[src/rtl/seg7_rx.sv]
// Seven-segment receiver: watches a scanned active-low segment bus with one-hot digit selects
// and recovers per-digit hex nibbles once each pattern has been stable long enough.
module seg7_rx #(
  parameter int unsigned NDIG   = 6,
  parameter int unsigned STABLE = 4
) (
  input  logic              clk_i,
  input  logic              reset_i,
  input  logic [6:0]        segs_n_i,
  input  logic [NDIG-1:0]   dig_sel_i,
  output logic [4*NDIG-1:0] digits_o,
  output logic [NDIG-1:0]   dig_valid_o,
  output logic [NDIG-1:0]   dig_err_o,
  output logic              frame_done_o
);

  localparam int unsigned CntW = $clog2(STABLE + 2);
  localparam logic [CntW-1:0] CntOne = CntW'(1);
  localparam logic [CntW-1:0] CntAcc = CntW'(STABLE);
  localparam logic [CntW-1:0] CntMax = CntW'(STABLE + 1);
  localparam logic [NDIG-1:0] SelOne = NDIG'(1);

  logic [6:0]        s_seg_q;
  logic [NDIG-1:0]   s_sel_q;
  logic [CntW-1:0]   cnt_q, cnt_d;
  logic [4*NDIG-1:0] digits_q, digits_d;
  logic [NDIG-1:0]   valid_q, valid_d;
  logic [NDIG-1:0]   err_q, err_d;
  logic [NDIG-1:0]   seen_q, seen_d, seen_nxt;
  logic              frame_done_q, frame_done_d;
  logic              one_hot, accept, blank;
  logic [4:0]        glyph;

  // Returns {legal, nibble}; anything outside the 16 board glyphs is illegal.
  function automatic logic [4:0] decode(input logic [6:0] p);
    logic [4:0] r;
    case (p)
      7'b1000000: r = {1'b1, 4'h0};
      7'b1111001: r = {1'b1, 4'h1};
      7'b0100100: r = {1'b1, 4'h2};
      7'b0110000: r = {1'b1, 4'h3};
      7'b0011001: r = {1'b1, 4'h4};
      7'b0010010: r = {1'b1, 4'h5};
      7'b0000010: r = {1'b1, 4'h6};
      7'b1111000: r = {1'b1, 4'h7};
      7'b0000000: r = {1'b1, 4'h8};
      7'b0011000: r = {1'b1, 4'h9};
      7'b0001000: r = {1'b1, 4'hA};
      7'b0000011: r = {1'b1, 4'hB};
      7'b1000110: r = {1'b1, 4'hC};
      7'b0100001: r = {1'b1, 4'hD};
      7'b0000110: r = {1'b1, 4'hE};
      7'b0001110: r = {1'b1, 4'hF};
      default:    r = 5'h00;
    endcase
    return r;
  endfunction

  always_comb begin
    cnt_d = CntOne;
    if ({segs_n_i, dig_sel_i} == {s_seg_q, s_sel_q}) begin
      cnt_d = (cnt_q == CntMax) ? cnt_q : cnt_q + CntOne;
    end
  end

  assign one_hot = (s_sel_q != '0) && ((s_sel_q & (s_sel_q - SelOne)) == '0);
  // cnt sits at STABLE for exactly one cycle per window, so this fires at most once.
  assign accept  = (cnt_q == CntAcc) && one_hot;
  assign glyph   = decode(s_seg_q);
  assign blank   = (s_seg_q == 7'h7F);

  always_comb begin
    digits_d     = digits_q;
    valid_d      = valid_q;
    err_d        = err_q;
    seen_nxt     = seen_q | s_sel_q;
    seen_d       = seen_q;
    frame_done_d = 1'b0;
    if (accept) begin
      for (int unsigned i = 0; i < NDIG; i++) begin
        if (s_sel_q[i]) begin
          if (glyph[4]) begin
            digits_d[4*i +: 4] = glyph[3:0];
            valid_d[i]         = 1'b1;
            err_d[i]           = 1'b0;
          end else begin
            valid_d[i] = 1'b0;
            err_d[i]   = !blank;
          end
        end
      end
      if (&seen_nxt) begin
        frame_done_d = 1'b1;
        seen_d       = '0;
      end else begin
        seen_d = seen_nxt;
      end
    end
  end

  always_ff @(posedge clk_i) begin
    if (reset_i) begin
      s_seg_q      <= 7'h7F;
      s_sel_q      <= '0;
      cnt_q        <= '0;
      digits_q     <= '0;
      valid_q      <= '0;
      err_q        <= '0;
      seen_q       <= '0;
      frame_done_q <= 1'b0;
    end else begin
      s_seg_q      <= segs_n_i;
      s_sel_q      <= dig_sel_i;
      cnt_q        <= cnt_d;
      digits_q     <= digits_d;
      valid_q      <= valid_d;
      err_q        <= err_d;
      seen_q       <= seen_d;
      frame_done_q <= frame_done_d;
    end
  end

  assign digits_o     = digits_q;
  assign dig_valid_o  = valid_q;
  assign dig_err_o    = err_q;
  assign frame_done_o = frame_done_q;

endmodule

[config.mk]
export PLATFORM = sky130hd
export DESIGN_NAME = seg7_rx
export DESIGN_NICKNAME = d
export VERILOG_FILES = /design/src/rtl/seg7_rx.sv
export SDC_FILE = /design/constraint.sdc
export NUM_CORES = 1
export LEC_CHECK = 0
export ABC_AREA = 1
export CAP_MARGIN = 20
export CORE_ASPECT_RATIO = 1.75
export CORE_MARGIN = 2
export CORE_UTILIZATION = 49
export CTS_BUF_LIST = sky130_fd_sc_hd__clkbuf_2 sky130_fd_sc_hd__clkbuf_4 sky130_fd_sc_hd__clkbuf_8
export CTS_CLUSTER_SIZE = 10
export DETAILED_ROUTE_END_ITERATION = 8
export PLACE_DENSITY = 0.78
export SLEW_MARGIN = 20
export SYNTH_ARGS = -nofsm -noshare
export SYNTH_HDL_FRONTEND = slang
export SYNTH_SLANG_ARGS = --single-unit
[constraint.sdc]
create_clock -name clk_i -period 1.51 [get_ports clk_i]
set_input_delay 0.151 -clock clk_i [delete_from_list [all_inputs] [get_ports clk_i]]
set_output_delay 0.151 -clock clk_i [all_outputs]
set_load 0.05 [all_outputs]
* Word-level counts from Yosys, hierarchy flattened
Cells that the tools add are included.
** Word-level totals
- Register bits :: 59
- Bits of input ports :: 15
- Output and inout port bits :: 37
- Word-level logic and storage cells :: 78
** Operators by class
- Bitwise gates (word level) :: 4
- Equal/unequal tests :: 20
- Add/subtract/negate cells :: 2
- Reduce and logical (&&, ||, !) cells :: 21
- Multiplexer cells :: 7
** Operators with widths (number)
- $pmux W5 S16 :: 1
- $eq A7 B7 Y1 const B :: 5
- $eq A7 B5 Y1 const B :: 3
- $eq A7 B6 Y1 const B :: 3
- $reduce_and A3 Y1 :: 6
- $eq A7 B2 Y1 const B :: 2
- $eq A7 B4 Y1 const B :: 2
- $eq A13 B13 Y1 :: 1
- $reduce_and A2 Y1 :: 6
- $eq A7 B3 Y1 const B :: 1
- $logic_not A7 Y1 :: 1
- $and A6 B6 Y6 :: 1
- $eq A3 B3 Y1 const B :: 2
- $logic_not A6 Y1 :: 1
- $mux W6 :: 1
- $or A6 B6 Y6 :: 1
- $reduce_and A6 Y1 :: 1
- $reduce_bool A6 Y1 :: 1
- $sub A6 B1 Y6 const B :: 1
- $mux W1 :: 5
- $reduce_or A2 Y1 :: 2
- $add A3 B1 Y3 const B :: 1
- $logic_and A1 B1 Y1 :: 2
- $ne A2 B2 Y1 const B :: 1
- 2 further kinds :: 3

* Logic depth before layout (Yosys ltp)
Gate-level depths: netlist of the first run.
- Word-level depth :: 7
- Depth in mapped cells :: 12
- Depth with buffers taken out :: 11

* Worst setup path after synthesis of the first run
No wires, ideal clock.
- Path kind :: register -> register
- Start :: reg cnt_q[0]
- End :: reg valid_q[4], in the netlist dig_valid_o[4]
- Stages on the path, launching flop included :: 11
- Clock period less this slack :: 1564 ps
- Path slack :: -54 ps
- Data required time :: 1367 ps
- Arrival :: 1421 ps
- Setup time :: 143 ps
- Buffers on the path :: 1
- Cells stage by stage :: dfxtp_1 inv_1 ha_1 nand3_1 nor2_2 nand3_4 nor2_4 buf_4 inv_1 nand2_1 a21oi_2
** On the way
- Longest elaborated chain between the ends :: 3
** RTL lines
- from (decl) :: RTL line 25 : logic [CntW-1:0] cnt_q, cnt_d;
- from (signal assigned) :: RTL line 114 : cnt_q <= cnt_d;
- $eq A3 B3 Y1 :: RTL line 68 : assign accept = (cnt_q == CntAcc) && one_hot;
- $logic_and A1 B1 Y1 :: RTL line 68
- $reduce_and A2 Y1 (no source line)
- to (signal assigned) :: RTL line 116 : valid_q <= valid_d;
- to (decl) :: RTL line 27 : logic [NDIG-1:0] valid_q, valid_d;
Every way passes these cells.
A chain may end at the register's enable or synchronous reset.

* Worst setup path after layout of the first run
- Start :: reg s_seg_q[6]
- End :: reg digits_q[21], in the netlist digits_o[21]
** On the way
- Longest elaborated chain between the ends :: 3
- Elaborated cells between the ends (all ways) :: 18
- Classes of those cells :: eq/ne: 15; mux: 1; reduce/logical: 2
** RTL lines
- from (decl) :: RTL line 23 : logic [6:0] s_seg_q;
- from (signal assigned) :: RTL line 112 : s_seg_q <= segs_n_i;
- $eq A7 B4 Y1 (tied with other cells) :: RTL line 37 : case (p)
- $pmux W5 S16 * :: RTL line 37
- $reduce_and A3 Y1 (no source line)
- to (signal assigned) :: RTL line 115 : digits_q <= digits_d;
- to (decl) :: RTL line 26 : logic [4*NDIG-1:0] digits_q, digits_d;
Mark *: on every way between the ends. The rest lies on a longest branch, timed or not.

==> summary.md, run 1 <==
| Metric | Value |
|---|---|
| Part of the power in registers | 0.494 |
| CTS max path bufs | 2 |
| Startpoint Class | flop |
| # rows | 37 |
| Peak Freq | around 580 MHz |
| N_diodes | 0 |
| CP Capture Type | flop |
| Synth Cell Area | 0.00290 mm² |
| Syn Inst Count | between 300 and 400 |
| Critical Path, Cell by Cell | nor2_4, nand2_4, nor2_2, nor2_1, nand2_2, nor2_4, nand2_4, clkbuf_16, nand3_2, nand2_1, nor2_1 |
| Initial antenna violation count | 0 |
| First-pass GRT wire length | 12900 µm |
| Die Width | between 60 and 70 µm |
| Met3 usage | 0.0768 |
| Share of cells above drive strength 1 | 0.542 |
| CTS clock-pin slew for the worst setup and hold paths | ~0.070 ns |
| Number of hold violations in the final report | 0 |
| Most Crowded Layer GR | met2 |
| Internal | ~2.3 mW |
| Met1 Track Usage GR | 0.272 |
| Syn nets | 402 |
| I/O Buffers | just over 50 |
| Die area | 0.00658 mm² |
| Initial core utilization | 0.502 |
| CP max stage cell | dfxtp_4 |
| Final clock skew | 0.00925 ns |
| Nets | 522 |
| Setup slack after layout | -0.216 ns |
| Core ar. | 0.00579 mm² |
| Residual DRC | 0 |
| Clk_lat worst skew | 0.36 ns |
| Net Switching | 0.928 mW |
| Final worst-path cycle share | 1.14 |
| Largest net degree at the start of global routing | 30 |
| Via count | 3125 |
| Routed len/inst | 17.2 µm |
| Hold Crit Class | primary input to flop |
| Final setup fails | 32 |
| H-tree lvl count | 3 |
| Vias in the first global route | 2773 |
| Syn_area_per_cell | 7.56 µm² |
| VDD IR max | between 700 and 800 µV |
| Area fraction of the dominant cell type after synthesis | 0.407 |
| Final min period | roughly 1.7 ns |
| Status | finished, violations left |
| Crit Path Category | flop to flop |
| Synth area leaders | dfxtp_1, nand2_1, nor2_1, a21oi_1, inv_1 |
| Clock buffer count from CTS | 9 |
| Area leader, netlist | dfxtp_1 |
| Worst EP arrival | 1.97 ns |
| CP max FO | 6 |
| Clock sinks | slightly below 60 |
| #FFs+latches synth | 59 |
| Switching share of total power | 0.284 |
| GPL Wtd Cong | roughly 0.83 |
| PD cells | a little under 700 mW/mm² |
| Synth warn | 0 |
| Area grow syn2layout | 61.9% |
| Die Y | 106 µm |
| Setup TNS | -5.06 ns |
| Yosys cell types | 32 |
| Post-DRT Antenna Nets | 0 |
| Hold Worst Slack | 0.357 ns |
| CP max stage delay | between 0.3 and 0.4 ns |
| Comb power frac | 0.117 |
| Max-cap violation count | 0 |
| DP HPWL | approximately 5400 µm |
| Failing checks | negative setup slack |
| Total grt overflow | 0 |
| Worst slew pin tran | 0.320 ns |
| Clock power frac | 0.389 |
| Vias/cell | 5.32 |
| Clock root cell | clkbuf_8 |
| RSZ-0062 raised after global routing | yes |
| Sequential-to-total area share from yosys stat | 0.407 |
| Met2 usage | 0.454 |
| DR iter-0 viols | 207 |
| Worst EP required | around 1.8 ns |
| Ports | 52 |
| Final WL | 10100 µm |
| CTS tree | built |
| P_leak | between 2 and 2.5 nW |
| All-Layer GR Usage | 0.255 |
| Slew margin rel. | 0.786 |
| DRT Pass-1 Iters | 5 |
| Pins Over Slew Limit | 0 |
power groups by stage:
stage | clock, mW | combinational [mW] | sequential, mW
3_3_place_gp | 0 | 0.288 | 1.64
3_5_place_dp | 0 | 0.292 | 1.64
5_1_grt | 1.36 | 0.406 | 1.62
4_1_cts | 1.28 | 0.310 | 1.60
2_1_floorplan | 0 | 0.152 | 1.64
6_report | 1.27 | 0.381 | 1.62
Yosys cell counts:
| cell | instances |
|---|---|
| nor2_4 | 8 |
| nor3_2 | 1 |
| buf_6 | 1 |
| nand3_2 | 1 |
| nor3b_1 | 1 |
| nor4_1 | 1 |
| a21oi_1 | 30 |
| dfxtp_1 | 59 |
| nand4_1 | 8 |
| or2_2 | 5 |
| ha_1 | 3 |
| xor2_1 | 6 |
| o21ai_0 | 8 |
| nand2_1 | 74 |
| nand3_1 | 23 |
| buf_4 | 4 |
| nand3_4 | 1 |
| nor2_2 | 8 |
| o21a_1 | 1 |
| nand2_4 | 8 |
| buf_2 | 2 |
| xnor2_1 | 2 |
| clkbuf_1 | 3 |
| nor2_1 | 48 |
| inv_2 | 6 |
| buf_8 | 1 |
| inv_1 | 38 |
| o22ai_1 | 3 |
| nand2_2 | 11 |
| nor3_1 | 2 |
| a21oi_2 | 15 |
| o21ai_1 | 2 |
state kept, by name, summed over array words and instances (netlist names):
signal / cells
s_sel_q: 6
frame_done_o: 1
cnt_q: 3
s_seg_q: 7
digits_o: 24
dig_err_o: 6
seen_q: 6
dig_valid_o: 6
stage by stage:
stage                     instances  setup WS (ns)  instance area (µm²)  utilization  total power [mW]
final                           587         -0.216                 4700        0.813              3.27
after global routing            587         -0.278                 4700        0.813              3.39
after detailed placement        547         -0.164                 3780        0.654              1.93
after global placement          547         -0.147                 3780        0.654              1.93
after CTS                       569        -0.0462                 4150        0.718              3.20
after floorplan                 384        0.00411                 2930            -              1.79
cells by family after synthesis:
| group | synth area share |
|---|---|
| AND/OR/NAND/NOR | 0.349 |
| AO/OA/AOI/OAI | 0.123 |
| adder cells (fa/ha/maj) | 0.0129 |
| flip-flops | 0.407 |
| buffers and inverters | 0.0836 |
| XOR/XNOR | 0.0241 |
layout by cell type, fill, tap and decap left out, types with 2 or more instances in the layout:
cell | netlist | final
nand4_1 | 8 | 8
dfxtp_2 | 0 | 8
nor2_4 | 8 | 27
or2_2 | 5 | 5
nor2_2 | 8 | 9
nand2_1 | 74 | 63
nand2_8 | 0 | 3
nand3_4 | 1 | 4
nor3_2 | 1 | 2
o22ai_1 | 3 | 3
dfxtp_4 | 0 | 7
buf_6 | 1 | 6
buf_4 | 4 | 87
nand3_2 | 1 | 9
xor2_1 | 6 | 6
a21oi_2 | 15 | 30
clkinvlp_4 | 0 | 2
inv_2 | 6 | 9
buf_12 | 0 | 9
ha_1 | 3 | 2
inv_4 | 0 | 6
dfxtp_1 | 59 | 44
o21ai_2 | 0 | 6
clkinv_2 | 0 | 4
clkbuf_8 | 0 | 9
nor2_1 | 48 | 28
nand2_2 | 11 | 14
a21oi_1 | 30 | 15
o21ai_0 | 8 | 3
nand2_4 | 8 | 13
clkdlybuf4s50_1 | 0 | 14
xnor2_1 | 2 | 2
clkbuf_16 | 0 | 4
inv_1 | 38 | 29
nand3_1 | 23 | 12
critical path: cells and delay by family (launching register included):
family	cells	cell delay [ns]
and+or+nand+nor	10	1.04
buffers and inverters	1	0.18
DFF	1	0.39
path summary, 6_finish.rpt:
path	endpoint	slack, ns	cells after the start	from
worst max-delay path	digits_o[21]	-0.22	11	s_seg_q[6]
worst min-delay path	s_sel_q[1]	0.36	3	dig_sel_i[1]
worst max register to register	digits_o[21]	-0.22	11	s_seg_q[6]
worst min register to register	digits_o[4]	0.47	2	digits_o[4]
metal layers:
layer,up-vias,part of all wire
li1,1471,-
met1,1487,0.37
met2,126,0.53
met3,41,0.045
met4,0,0.050
met5,-,0
area by class of cell:
type,count,area [µm²]
inverters,44,180
flip-flops and latches,59,1220
fillers,314,1080
clock buffers,9,124
clock inverters,7,43.8
repair buffers,120,1140
well taps,78,97.6
multi-input cells,270,1900
repair_timing:
action	4_1_cts	5_1_grt
pin swaps	12	32
hold buffers	0	0
hold endpoints to repair	0	0
endpoints found under the setup margin	42	45
setup buffers	6	13
gates cloned	0	5
gates resized for setup	43	97
Note: power is estimated with default switching activity, not from simulation.
==> run 2, diff against run 1 <==
--- a/config.mk
+++ b/config.mk
@@ -13,6 +13,7 @@
 export CTS_BUF_LIST = sky130_fd_sc_hd__clkbuf_2 sky130_fd_sc_hd__clkbuf_4 sky130_fd_sc_hd__clkbuf_8
 export CTS_CLUSTER_SIZE = 10
 export DETAILED_ROUTE_END_ITERATION = 8
+export HOLD_SLACK_MARGIN = 0.12
 export PLACE_DENSITY = 0.78
 export SLEW_MARGIN = 20
 export SYNTH_ARGS = -nofsm -noshare
==> results of run 2 <==
Final layout, timing and power as in run 1 (identical DEF).
==> run 3, diff against run 2 <==
--- a/config.mk
+++ b/config.mk
@@ -9,12 +9,12 @@
 export CAP_MARGIN = 20
 export CORE_ASPECT_RATIO = 1.75
 export CORE_MARGIN = 2
-export CORE_UTILIZATION = 49
+export CORE_UTILIZATION = 54
 export CTS_BUF_LIST = sky130_fd_sc_hd__clkbuf_2 sky130_fd_sc_hd__clkbuf_4 sky130_fd_sc_hd__clkbuf_8
 export CTS_CLUSTER_SIZE = 10
 export DETAILED_ROUTE_END_ITERATION = 8
 export HOLD_SLACK_MARGIN = 0.12
-export PLACE_DENSITY = 0.78
+export PLACE_DENSITY = 0.82
 export SLEW_MARGIN = 20
 export SYNTH_ARGS = -nofsm -noshare
 export SYNTH_HDL_FRONTEND = slang
==> constraint.sdc (replaced) <==
create_clock -name clk_i -period 1.98 [get_ports clk_i]
set_input_delay 0.198 -clock clk_i [delete_from_list [all_inputs] [get_ports clk_i]]
set_output_delay 0.198 -clock clk_i [all_outputs]
set_load 0.05 [all_outputs]
==> run 3 against run 2 <==
- largest cell class unchanged
- count of clock-buffer cells in the layout is 2 higher
- worst setup slack improved by 0.42 ns
- the run now ends clean
- final cell count fell by 15%
- combinational power shrank 54%
- clock skew increased by 0.0018 ns
==> summary.md, run 3 (synthesized netlist as in run 1, its figures left out) <==
| Metric | Value |
|---|---|
| Status | completed |
| Design area | 0.00363 mm² |
| Clock root cell | clkbuf_8 |
| CP Capture Type | flop |
| Footprint of the multi-input gates | between 0.001 and 0.0015 mm² |
| VDD IR max | 591 µV |
| Register area | approximately 0.0012 mm² |
| RSZ-0062 raised after global routing | no |
| Pins Over Slew Limit | 0 |
| All-Layer GR Usage | 0.250 |
| Setup repair bufs after CTS | 0 |
| Routed len/inst | around 14 µm |
| Clock buffer count from CTS | 9 |
| Comb power frac | 0.070 |
| Final std cells w/o fill | 498 |
| GPL Wtd Cong | around 0.85 |
| CTS tree | built |
| Hold Path End | s_sel_q[0] |
| Crit Path Category | flop to flop |
| Hold Crit Class | primary input to flop |
| Die Y | roughly 100 µm |
| PD cells | ~700 mW/mm² |
| Critical Path, Cell by Cell | nor2_1, nand2_2, nor2_1, nor2_4, nand2_1, nor2_2, nand2_8, nand3_1, nand2_1, nor2_1 |
| WP buf/inv | 0 |
| First-pass GRT wire length | 11400 µm |
| I/O Buffers | 51 |
| Total chip power | between 2 and 2.5 mW |
| Residual DRC | 0 |
| Area grow syn2layout | 25.2% |
| Startpoint Class | flop |
| Hold Crit Depth | 3 |
| Clk_lat worst skew | 0.34 ns |
| Largest net degree at the start of global routing | 31 |
| RR Endpoint | digits_o[13] |
| Number of flip-flops in the largest register | 24 |
| CP max stage delay | 0.45 ns |
| # rows | 35 |
| DRT Pass-1 Iters | 4 |
| Number of hold violations in the final report | 0 |
| Post-DRT Antenna Nets | 0 |
| Switching share of total power | 0.240 |
| Peak Freq | 563 MHz |
| Net Switching | 0.598 mW |
| Hold Worst Slack | 0.428 ns |
| P_leak | 1.53 nW |
| Most frequent cells in the layout | nand2_1, dfxtp_1, clkdlybuf4s50_1 |
| Worst EP arrival | slightly above 2 ns |
| Final WL | slightly above 7000 µm |
| Via count | between 2k and 3k |
| Share of cells above drive strength 1 | 0.187 |
| CTS max path bufs | 2 |
| DR iter-0 viols | between 90 and 100 |
| Critical path's top delay family | simple AND/OR/NAND/NOR gates |
| Nets | 456 |
| Setup TNS | 0 ns |
| # fillers | 434 |
| Final setup fails | 0 |
| Hold bufs inserted after CTS | 0 |
| Clock power frac | 0.437 |
| Placed cell area | between 0.003 and 0.004 mm² |
| Ports | 52 |
| Worst slew pin tran | 0.528 ns |
| H-tree lvl count | 3 |
| Slack of the worst reg-to-reg path | between 0.2 and 0.25 ns |
| Die Width | 59.4 µm |
| Slew margin rel. | 0.647 |
| Final clock skew | 0.0111 ns |
| CP dominant cell by count | nor2_1 |
| RR Startpoint | s_seg_q[2] |
| Worst EP required | 2.26 ns |
| Final min period | 1.78 ns |
| Internal | about 1.9 mW |
| Die area | 0.00600 mm² |
| Core ar. | 0.00521 mm² |
| R2R depth | 10 |
| Total grt overflow | 0 |
| Placed Instances | 482 |
| Commonest non-fill, non-tap cell in the layout | nand2_1 |
| Max-cap violation count | 0 |
| Final worst-path cycle share | 0.898 |
| Initial antenna violation count | 0 |
| Vias in the first global route | 2582 |
| Part of the power in registers | 0.492 |
| CP max stage cell | dfxtp_1 |
| DP HPWL | around 5000 µm |
| CTS-repair resized insts | 0 |
| CP max FO | 30 |
| N_diodes | 0 |
| Hold_sp | dig_sel_i[0] |
| Vias/cell | 5.38 |
| Initial core utilization | 0.557 |
| Clock sinks | 59 |
| CTS clock-pin slew for the worst setup and hold paths | about 0.070 ns |
run 3: cell type report:
type	count	area share
Inverter	44	0.0454
Tap cell	55	0.0189
Multi-Input combinational cell	270	0.410
Clock buffer	11	0.0399
Clock inverter	5	0.0145
Sequential cell	59	0.325
Timing Repair Buffer	54	0.147
run 3: how the worst max path moves through the flow:
stage	start	slack, ns	to	depth (start not counted)
2_1_floorplan	cnt_q[0]	0.42	dig_valid_o[4]	10
3_3_place_gp	s_seg_q[2]	0.20	digits_o[21]	10
3_5_place_dp	s_seg_q[2]	0.15	digits_o[13]	10
4_1_cts	s_seg_q[2]	0.12	digits_o[13]	10
5_1_grt	s_seg_q[2]	0.01	digits_o[0]	10
6_report	s_seg_q[2]	0.20	digits_o[13]	10
run 3: worst reg2reg max path, delay by kind of cell (launching register included):
kind / cells / cell delay (ns)
simple gates: 10 / 1.27
flops: 1 / 0.45
run 3: layer usage:
layer / GRT usage / vias up / wire, µm
met5: 0 / - / 0
met4: 0.124 / 0 / 202
met3: 0.0488 / 19 / 342
met2: 0.443 / 68 / 3710
met1: 0.273 / 1260 / 2820
li1: - / 1334 / -
run 3: power by group through the flow:
stage	clock network, mW	registers, mW	logic (mW)
after floorplan	0	1.25	0.114
after global placement	0	1.25	0.169
after detailed placement	0	1.25	0.172
after CTS	1.09	1.23	0.174
after global routing	1.15	1.23	0.195
final	1.09	1.23	0.175
run 3: stage by stage:
step	worst slack (ns)	utilization
finish	0.203	0.697
global route	0.0123	0.697
CTS	0.115	0.696
detailed placement	0.150	0.658
global placement	0.199	0.658
floorplan	0.416	-
